===== config.mk =====
export PLATFORM = sky130hd
export DESIGN_NAME = keypad_reader
export DESIGN_NICKNAME = d
export VERILOG_FILES = /design/src/rtl/keypad_reader.sv
export SDC_FILE = /design/constraint.sdc
export NUM_CORES = 1
export LEC_CHECK = 0
export CAP_MARGIN = 10
export CORE_ASPECT_RATIO = 2
export CORE_MARGIN = 2
export CORE_UTILIZATION = 40
export CTS_BUF_LIST = sky130_fd_sc_hd__clkbuf_8 sky130_fd_sc_hd__clkbuf_16
export CTS_CLUSTER_DIAMETER = 50
export DETAILED_ROUTE_END_ITERATION = 8
export GPL_TIMING_DRIVEN = 0
export PLACE_DENSITY = 0.65
export SYNTH_ARGS = -nofsm -noshare
export SYNTH_HDL_FRONTEND = slang
export SYNTH_SLANG_ARGS = --single-unit

===== constraint.sdc =====
create_clock -name clk -period 5.6 [get_ports clk]
set_input_delay 0.84 -clock clk [delete_from_list [all_inputs] [get_ports clk]]
set_output_delay 0.84 -clock clk [all_outputs]
set_load 0.02 [all_outputs]

===== src/rtl/keypad_reader.sv =====
// keypad_reader: debounces four active-low buttons, latches press events,
// queues press order in an 8-deep FIFO and exposes it on the bus window.
module keypad_reader #(
  parameter int DATA_WIDTH      = 16,
  parameter int ADDR_WIDTH      = 16,
  parameter int DEBOUNCE_CYCLES = 50000
) (
  input  logic                  clk,
  input  logic                  rst_n,
  input  logic [DATA_WIDTH-1:0] data,
  input  logic [ADDR_WIDTH-1:0] addr,
  input  logic                  we,
  input  logic                  en,
  input  logic [3:0]            buttons_n,
  output logic [15:0]           q,
  output logic                  irq
);

  localparam int            CW      = $clog2(DEBOUNCE_CYCLES);
  localparam logic [CW-1:0] CTR_MAX = CW'(DEBOUNCE_CYCLES - 1);

  logic [3:0]    r_sync1;
  logic [3:0]    r_sync2;
  logic [CW-1:0] r_ctr [4];
  logic [3:0]    r_stable;
  logic [3:0]    r_stable_d;
  logic [3:0]    r_flag;
  logic [3:0]    r_pend;
  logic [1:0]    r_mem [8];
  logic [2:0]    r_wr;
  logic [2:0]    r_rd;
  logic [3:0]    r_count;
  logic          r_ovf;

  logic [3:0]    w_sync;
  logic [2:0]    w_sel;
  logic          w_rd;
  logic          w_wr;
  logic          w_pop;
  logic          w_flush;
  logic [3:0]    w_w1c;
  logic [3:0]    w_press;
  logic          w_have;
  logic [1:0]    w_idx;
  logic [3:0]    w_pend_clr;
  logic          w_push;
  logic          w_drop;
  logic [3:0]    w_count_nxt;
  logic [15:0]   w_rdata;
  logic          w_unused_bits;

  assign w_sync     = ~r_sync2;
  assign w_sel      = addr[10:8];
  assign w_rd       = en & ~we;
  assign w_wr       = en & we;
  assign w_pop      = w_rd && (w_sel == 3'd3) && (r_count != 4'd0);
  assign w_flush    = w_wr && (w_sel == 3'd2) && data[0];
  assign w_w1c      = (w_wr && (w_sel == 3'd1)) ? data[3:0] : 4'b0000;
  assign w_press    = r_stable & ~r_stable_d;
  assign w_have     = |r_pend;
  assign w_pend_clr = w_have ? (4'b0001 << w_idx) : 4'b0000;
  // A pop in the same cycle frees the slot, so a full FIFO still accepts.
  assign w_push     = w_have && !w_flush && (!r_count[3] || w_pop);
  assign w_drop     = w_have && !w_flush && r_count[3] && !w_pop;

  assign w_unused_bits = ^{data[DATA_WIDTH-1:4], addr[ADDR_WIDTH-1:11], addr[7:0]};

  // Lowest pending button index is queued first.
  always_comb begin
    w_idx = 2'd0;
    if      (r_pend[0]) w_idx = 2'd0;
    else if (r_pend[1]) w_idx = 2'd1;
    else if (r_pend[2]) w_idx = 2'd2;
    else if (r_pend[3]) w_idx = 2'd3;
  end

  // Next FIFO occupancy; flush overrides any push.
  always_comb begin
    w_count_nxt = r_count;
    if (w_flush)               w_count_nxt = '0;
    else if (w_push && !w_pop) w_count_nxt = r_count + 4'd1;
    else if (w_pop && !w_push) w_count_nxt = r_count - 4'd1;
  end

  // Register window read mux.
  always_comb begin
    w_rdata = '0;
    case (w_sel)
      3'd0:    w_rdata = {12'b0, r_stable};
      3'd1:    w_rdata = {12'b0, r_flag};
      3'd2:    w_rdata = {11'b0, r_ovf, r_count};
      3'd3:    w_rdata = w_pop ? {1'b1, 13'b0, r_mem[r_rd]} : 16'h0000;
      default: w_rdata = 16'h0000;
    endcase
  end

  // Two-flop synchronizer; idle level is released (high).
  always_ff @(posedge clk or negedge rst_n) begin
    if (!rst_n) begin
      r_sync1 <= '1;
      r_sync2 <= '1;
    end else begin
      r_sync1 <= buttons_n;
      r_sync2 <= r_sync1;
    end
  end

  // Per-button debounce: a new level must persist DEBOUNCE_CYCLES cycles.
  always_ff @(posedge clk or negedge rst_n) begin
    if (!rst_n) begin
      r_stable <= '0;
      for (int unsigned i = 0; i < 4; i++) r_ctr[i] <= '0;
    end else begin
      for (int unsigned i = 0; i < 4; i++) begin
        if (w_sync[i] == r_stable[i]) begin
          r_ctr[i] <= '0;
        end else if (r_ctr[i] == CTR_MAX) begin
          r_stable[i] <= w_sync[i];
          r_ctr[i]    <= '0;
        end else begin
          r_ctr[i] <= r_ctr[i] + 1'b1;
        end
      end
    end
  end

  // Press edge detection; a new press beats a same-cycle clear.
  always_ff @(posedge clk or negedge rst_n) begin
    if (!rst_n) begin
      r_stable_d <= '0;
      r_flag     <= '0;
      r_pend     <= '0;
    end else begin
      r_stable_d <= r_stable;
      r_flag     <= (r_flag & ~w_w1c) | w_press;
      r_pend     <= (r_pend & ~w_pend_clr) | w_press;
    end
  end

  // FIFO storage; contents need no reset since count gates every read.
  always_ff @(posedge clk) begin
    if (w_push) r_mem[r_wr] <= w_idx;
  end

  // FIFO pointers, occupancy and overflow flag.
  always_ff @(posedge clk or negedge rst_n) begin
    if (!rst_n) begin
      r_wr    <= '0;
      r_rd    <= '0;
      r_count <= '0;
      r_ovf   <= 1'b0;
    end else begin
      r_count <= w_count_nxt;
      if (w_flush) begin
        r_wr  <= '0;
        r_rd  <= '0;
        r_ovf <= 1'b0;
      end else begin
        if (w_push) r_wr  <= r_wr + 3'd1;
        if (w_pop)  r_rd  <= r_rd + 3'd1;
        if (w_drop) r_ovf <= 1'b1;
      end
    end
  end

  // Registered read data and interrupt (irq tracks the post-edge count).
  always_ff @(posedge clk or negedge rst_n) begin
    if (!rst_n) begin
      q   <= '0;
      irq <= 1'b0;
    end else begin
      if (w_rd) q <= w_rdata;
      irq <= (w_count_nxt != 4'd0);
    end
  end

endmodule


Word level (Yosys, flattened, before mapping):

Memory sizes are Yosys's and may differ from the RTL's.
Index checks and enable logic that the tools add are counted.
W data, S select, Z words.

* word-level logic and storage cells: 110
* input port bits: 40
* memories: 1
* RAM bits: 16
* register bits after elaboration: 116
* output and inout port bits: 17

Memories
* r_mem: words 8, width 2, read ports 1, clocked after memory_dff 0, wr ports 1, line 29 `logic [1:0] r_mem [8];`

* shift operators: 1
* reductions and logical operators: 27
* multiplexer cells: 27
* add/sub/neg operators: 8
* bitwise gates (word level): 16
* eq/ne operators: 11

Operators with widths (number)
* $mux W16: 9
* $add A16 B1 Y16 const B: 4
* $eq A16 B16 Y1 const B: 4
* $pmux W16 S4: 1
* $mux W4: 5
* $not A4 Y4: 4
* $and A4 B4 Y4: 3
* $mux W3: 4
* $logic_and A1 B1 Y1: 11
* $mux W2: 4
* $or A4 B4 Y4: 2
* $reduce_and A2 Y1: 4
* $reduce_bool A4 Y1: 2
* $add A3 B1 Y3 const B: 2
* $eq A3 B2 Y1 const B: 2
* $reduce_bool A2 Y1: 3
* $not A1 Y1: 5
* $add A4 B1 Y4 const B: 1
* $eq A1 B1 Y1: 4
* $logic_not A1 Y1: 4
* $mux W1: 4
* $reduce_or A4 Y1: 1
* $shl A1 B2 Y4 const A: 1
* $sub A4 B1 Y4 const B: 1
* 4 further kinds: 5

Logic depth before layout (Yosys ltp):

Gate-level depths: netlist (run 1).

* depth in word-level cells: 12
* gate-level depth with buffers: 7
* mapped depth without buffers: 7

Least setup slack after synthesis (run 1):

OpenSTA, ideal clock, no wires.

* kind: in2reg
* start: in addr[8]
* end: mem r_mem[1][0] (enable)
* library setup time: 329 ps
* arrival: 2237 ps
* path slack: 3035 ps
* cell stages on the path: 6
* required time: 5271 ps
* path buffers: 1
* path through: and2b_4 -> and4_1 -> clkbuf_1 -> a211oi_1 -> nand2_1 -> nor3_1

* longest elaborated chain between the ends: 8
* elaborated cells on any way between the ends: 12
* those cells by class: eq/ne (2); mux (2); reduce/logical (8)

RTL lines
* from (decl): line 11 `input logic [ADDR_WIDTH-1:0] addr,`
* $eq A3 B2 Y1: line 57 `assign w_flush = w_wr && (w_sel == 3'd2) && data[0];`
* $logic_and A1 B1 Y1 (2 in a row): line 57
* $logic_not A1 Y1: line 63 `assign w_push = w_have && !w_flush && (!r_count[3] || w_pop);`
* $logic_and A1 B1 Y1: line 63
* $logic_and A1 B1 Y1 *: line 63
* $mux W1 *: line 142 `if (w_push) r_mem[r_wr] <= w_idx;`
* $mux W1 (not written as such) *: line 142
* to (decl): line 29

Mark *: on every way between the ends. The rest lies on a longest branch, timed or not.

Worst setup path after layout (run 1):

* start: in addr[8]
* end: mem r_mem[0][0] (enable)

The elaborated chain is that of the path after synthesis.

==> results.py, run 1 <==
metrics = {
    "grt": {
        "gr-usage-all-layers_pct": 16.1,
        "grt_overflow": 0,
        "grt_pass1_wl_um": 18900,
        "grt_max_degree": 74,
        "grt_pass1_vias": 4180,
        "antenna_found_initial": 0,
    },
    "power": {
        "power.density_nw_per_um2": 334,
        "clockPowerShare_pct": 47.9,
        "swShare_pct": 24.4,
        "p_switching_mw": 0.551,
        "p_int_mw": 1.71,
        "ir_drop_mv": 0.194,
        "p_comb_share_pct": 9.1,
        "p_leak_nw": 2.87,
        "pwr-share-seq_pct": 43.0,
        "p_total_mw": 2.26,
    },
    "cts": {
        "root_buffer": "clkbuf_16",
        "htree_levels": 4,
        "cts_buffers": 17,
        "clockBufferDepth": 2,
        "cts_sinks": 122,
        "tritoncts": "built",
        "ctsHoldBuffers": 0,
        "ctsResizeCount": 0,
        "clkTransAtPathRegs_ns": 0.06,
        "clk_latency_ns": 0.41,
        "post_cts_buffers": 0,
    },
    "run": {
        "drv_cap": 0,
    },
    "timing": {
        "setup_viol": 0,
        "worst_pin_slew_ns": 0.805,
        "finalCriticalPeriod_ns": 3.21,
        "fmax_mhz": 311,
        "slew_headroom_pct": 45.9,
        "hold_ws_ns": 0.354,
        "rsz0062_at_grt": "false",
        "finalHoldViolations": 0,
        "layout_worst_path_cycle_share_pct": 57.4,
        "skew_ns": 0.0107,
        "slew_violations": 0,
        "setup_ws_ns": 2.39,
    },
    "drt": {
        "dr.pass1.iters": 4,
        "drtAntennaViolNets": 0,
        "num_vias": 3957,
        "viasPerCell": 5.09,
        "wl_um": 11200,
        "wire_per_inst_um": 14.4,
        "drt_iter0_markers": 161,
        "drcViolationCount": 0,
    },
    "place": {
        "gp_congestion": 0.851,
        "place_area_um2": 6160,
        "dp_slack_ns": 1.99,
        "post-place-cells": 744,
        "hpwl_um": 7920,
        "portBuffers": 21,
    },
    "logic_synthesis": {
        "synth_warnings": 0,
        "synth-seq-cells": 122,
        "synth-simple-area-share_pct": 20.5,
        "muxShareOfSynthArea_pct": 3.01,
        "synth_compound_area_share_pct": 5.67,
        "syn-cell-area_um2": 5650,
        "synth_xor_area_share_pct": 9.61,
        "avgSynthCellArea_um2": 10.8,
        "synth_top_area_share_pct": 43.4,
        "synth_cell_types": 58,
        "yosysSeqAreaShare_pct": 55.6,
        "syn_inst": 524,
        "synth-adder-area-share_pct": 1.77,
        "synth_top_cell_by_area": "dfrtp_1",
        "synthArstFlopShare_pct": 86.9,
        "yosys-top-cells-area": "dfrtp_1 43%, edfxtp_1 8.5%, nor2_1 5.6%",
        "synth_edf_count": 16,
        "synth_top_family_by_area": "simple AND/OR/NAND/NOR gates",
        "ys.flop_type": "dfrtp_1",
    },
    "die": {
        "ios": 57,
        "fp.dieArea_um2": 15100,
        "core-area_um2": 13900,
        "die_h_um": 172,
        "core.rowCount": 61,
        "fp.dieW_um": 88.0,
        "start_util_pct": 40.7,
    },
    "critical_path": {
        "crit_arrival_ns": 3.28,
        "path_max_fanout": 7,
        "r2r_start": "r_pend[0]",
        "reg2reg_slack_ns": 3.07,
        "r2r-end": "irq",
        "worstPathRequired_ns": 5.67,
        "crit_type": "primary input to flop",
        "endpoint_kind": "flop",
        "r2r_cells": 5,
        "start_kind": "primary input",
    },
    "layout": {
        "antenna_cells": 0,
        "fin_area_um2": 6750,
        "n_fill_cell": 1313,
        "area_growth_pct": 19.5,
        "layout.nets": 623,
        "stdcell_count": 777,
        "layout-drive-gt1-share_pct": 12.1,
    },
    "min_path": {
        "whs_path_depth": 0,
        "worstHoldStart": "r_sync1[2]",
        "hold_end": "r_sync2[2]",
        "worstHoldPathType": "flop to flop",
    },
    "status": {
        "status": "finished clean",
    },
}
## synthesized netlist by cell type (all sizes together) (2+ instances only)
cell type  number
ha              8
nor4            6
and3            7
nor2b           3
nand2          46
clkbuf         13
and4           10
xnor2          30
o21ai          18
o211a           2
nand4          19
nor2           85
inv            15
a31oi           2
a21oi           7
xor2           32
nand2b          4
or3             3
or4             4
edfxtp         16
o221ai          2
dfrtp          98
mux4            4
buf            11
nand3          22
nor3           14
mux2i           8
dfstp           8
a22o            4
nand3b          2
## power by group through the flow
stage	Clock, mW	Sequential [mW]	Combinational (mW)
finish	1.08	0.971	0.205
global route	1.14	0.975	0.232
CTS	1.10	0.970	0.207
detailed placement	0	0.986	0.206
global placement	0	0.984	0.197
floorplan	0	0.980	0.133
## cells in the final DEF, fill, tap and decap left out, types with 4 or more instances in the layout
cell	synthesis	layout
a21oi_1	7	7
a22o_1	4	4
and3_1	7	7
and4_1	9	9
buf_4	10	11
clkbuf_1	11	11
clkbuf_16	0	17
clkbuf_8	2	4
clkdlybuf4s50_1	0	20
conb_1	1	10
dfrtp_1	98	98
dfstp_2	8	8
edfxtp_1	16	16
ha_1	8	8
inv_1	15	16
mux2i_1	8	8
mux4_2	4	4
nand2_1	46	46
nand2b_1	4	4
nand3_1	22	22
nand4_1	18	18
nor2_1	85	85
nor3_1	14	14
nor4_1	5	5
o21ai_0	17	17
xnor2_1	30	30
xor2_1	32	32
## flip-flops by register name, summed over array words and instances (netlist names), 4 cells and up
name,flops
r_sync2,4
q,6
r_sync1,4
r_count,4
r_ctr,64
r_mem,16
r_flag,4
r_stable_d,4
r_pend,4
r_stable,4
## how the worst max path moves through the flow
stage                 start  cells after the start     endpoint
floorplan           addr[8]                      6  r_mem[1][0]
global placement      rst_n                      1        q[15]
detailed placement  addr[8]                      7  r_mem[0][0]
CTS                 addr[8]                      7  r_mem[0][0]
global route        addr[9]                      7  r_mem[0][1]
finish              addr[8]                      7  r_mem[0][0]
## metrics by stage
step                utilization (%)  setup TNS [ns]
global route                   48.6               0
CTS                            48.6               0
global placement               44.1          -22.26
floorplan                         -               0
finish                         48.6               0
detailed placement             44.3               0
## routing by layer
layer | vias to the layer above | routed length [um] | global-route usage [%]
met5 | - | 0 | 0
met4 | 0 | 413 | 9.42
met3 | 32 | 311 | 3.72
met2 | 75 | 6190 | 29.7
met1 | 1941 | 4260 | 15.9
li1 | 1909 | - | -
## critical path, cell delays in order
cell and delay [ns]:
clkdlybuf4s50_1 0.54, and2b_4 0.24, and4_1 0.20, clkbuf_1 0.21, a211oi_1 0.68, nand2b_1 0.22, nor3_1 0.36
## final cells by class
type,instances,area [um2],area share [%]
clock inverters,13,139,2.06
plain buffers,24,155,2.30
inverters,15,56.3,0.834
multi-input cells,372,2330,34.5
clock buffers,19,453,6.71
well taps,189,236,3.50
flip-flops and latches,122,3140,46.5
repair buffers,23,240,3.56
## kinds of logic after synthesis
group	after synthesis
flip-flops	122
XOR/XNOR	62
AO/OA/AOI/OAI	48
buffers and inverters	39
AND/OR/NAND/NOR	232
adder cells (fa/ha/maj)	8
other	1
multiplexers	12
(Power assumes the default switching activity.)
==> run 2: changes to the inputs <==
clock period = 3.1 ns   (was 5.6 ns; I/O delays follow)
==> results of run 2 <==
Same layout as run 1 (identical final DEF). Status: finished clean.
Among the figures that moved: setup slack after placement 1.99 ns -> -0.139 ns; setup slack after layout 2.39 ns -> 0.261 ns; hold slack 0.354 ns -> 0.00471 ns; register-to-register setup slack 3.07 ns -> 0.57 ns; total power 2.26 mW -> 4.08 mW; worst IR drop on VDD 0.194 mV -> 0.350 mV
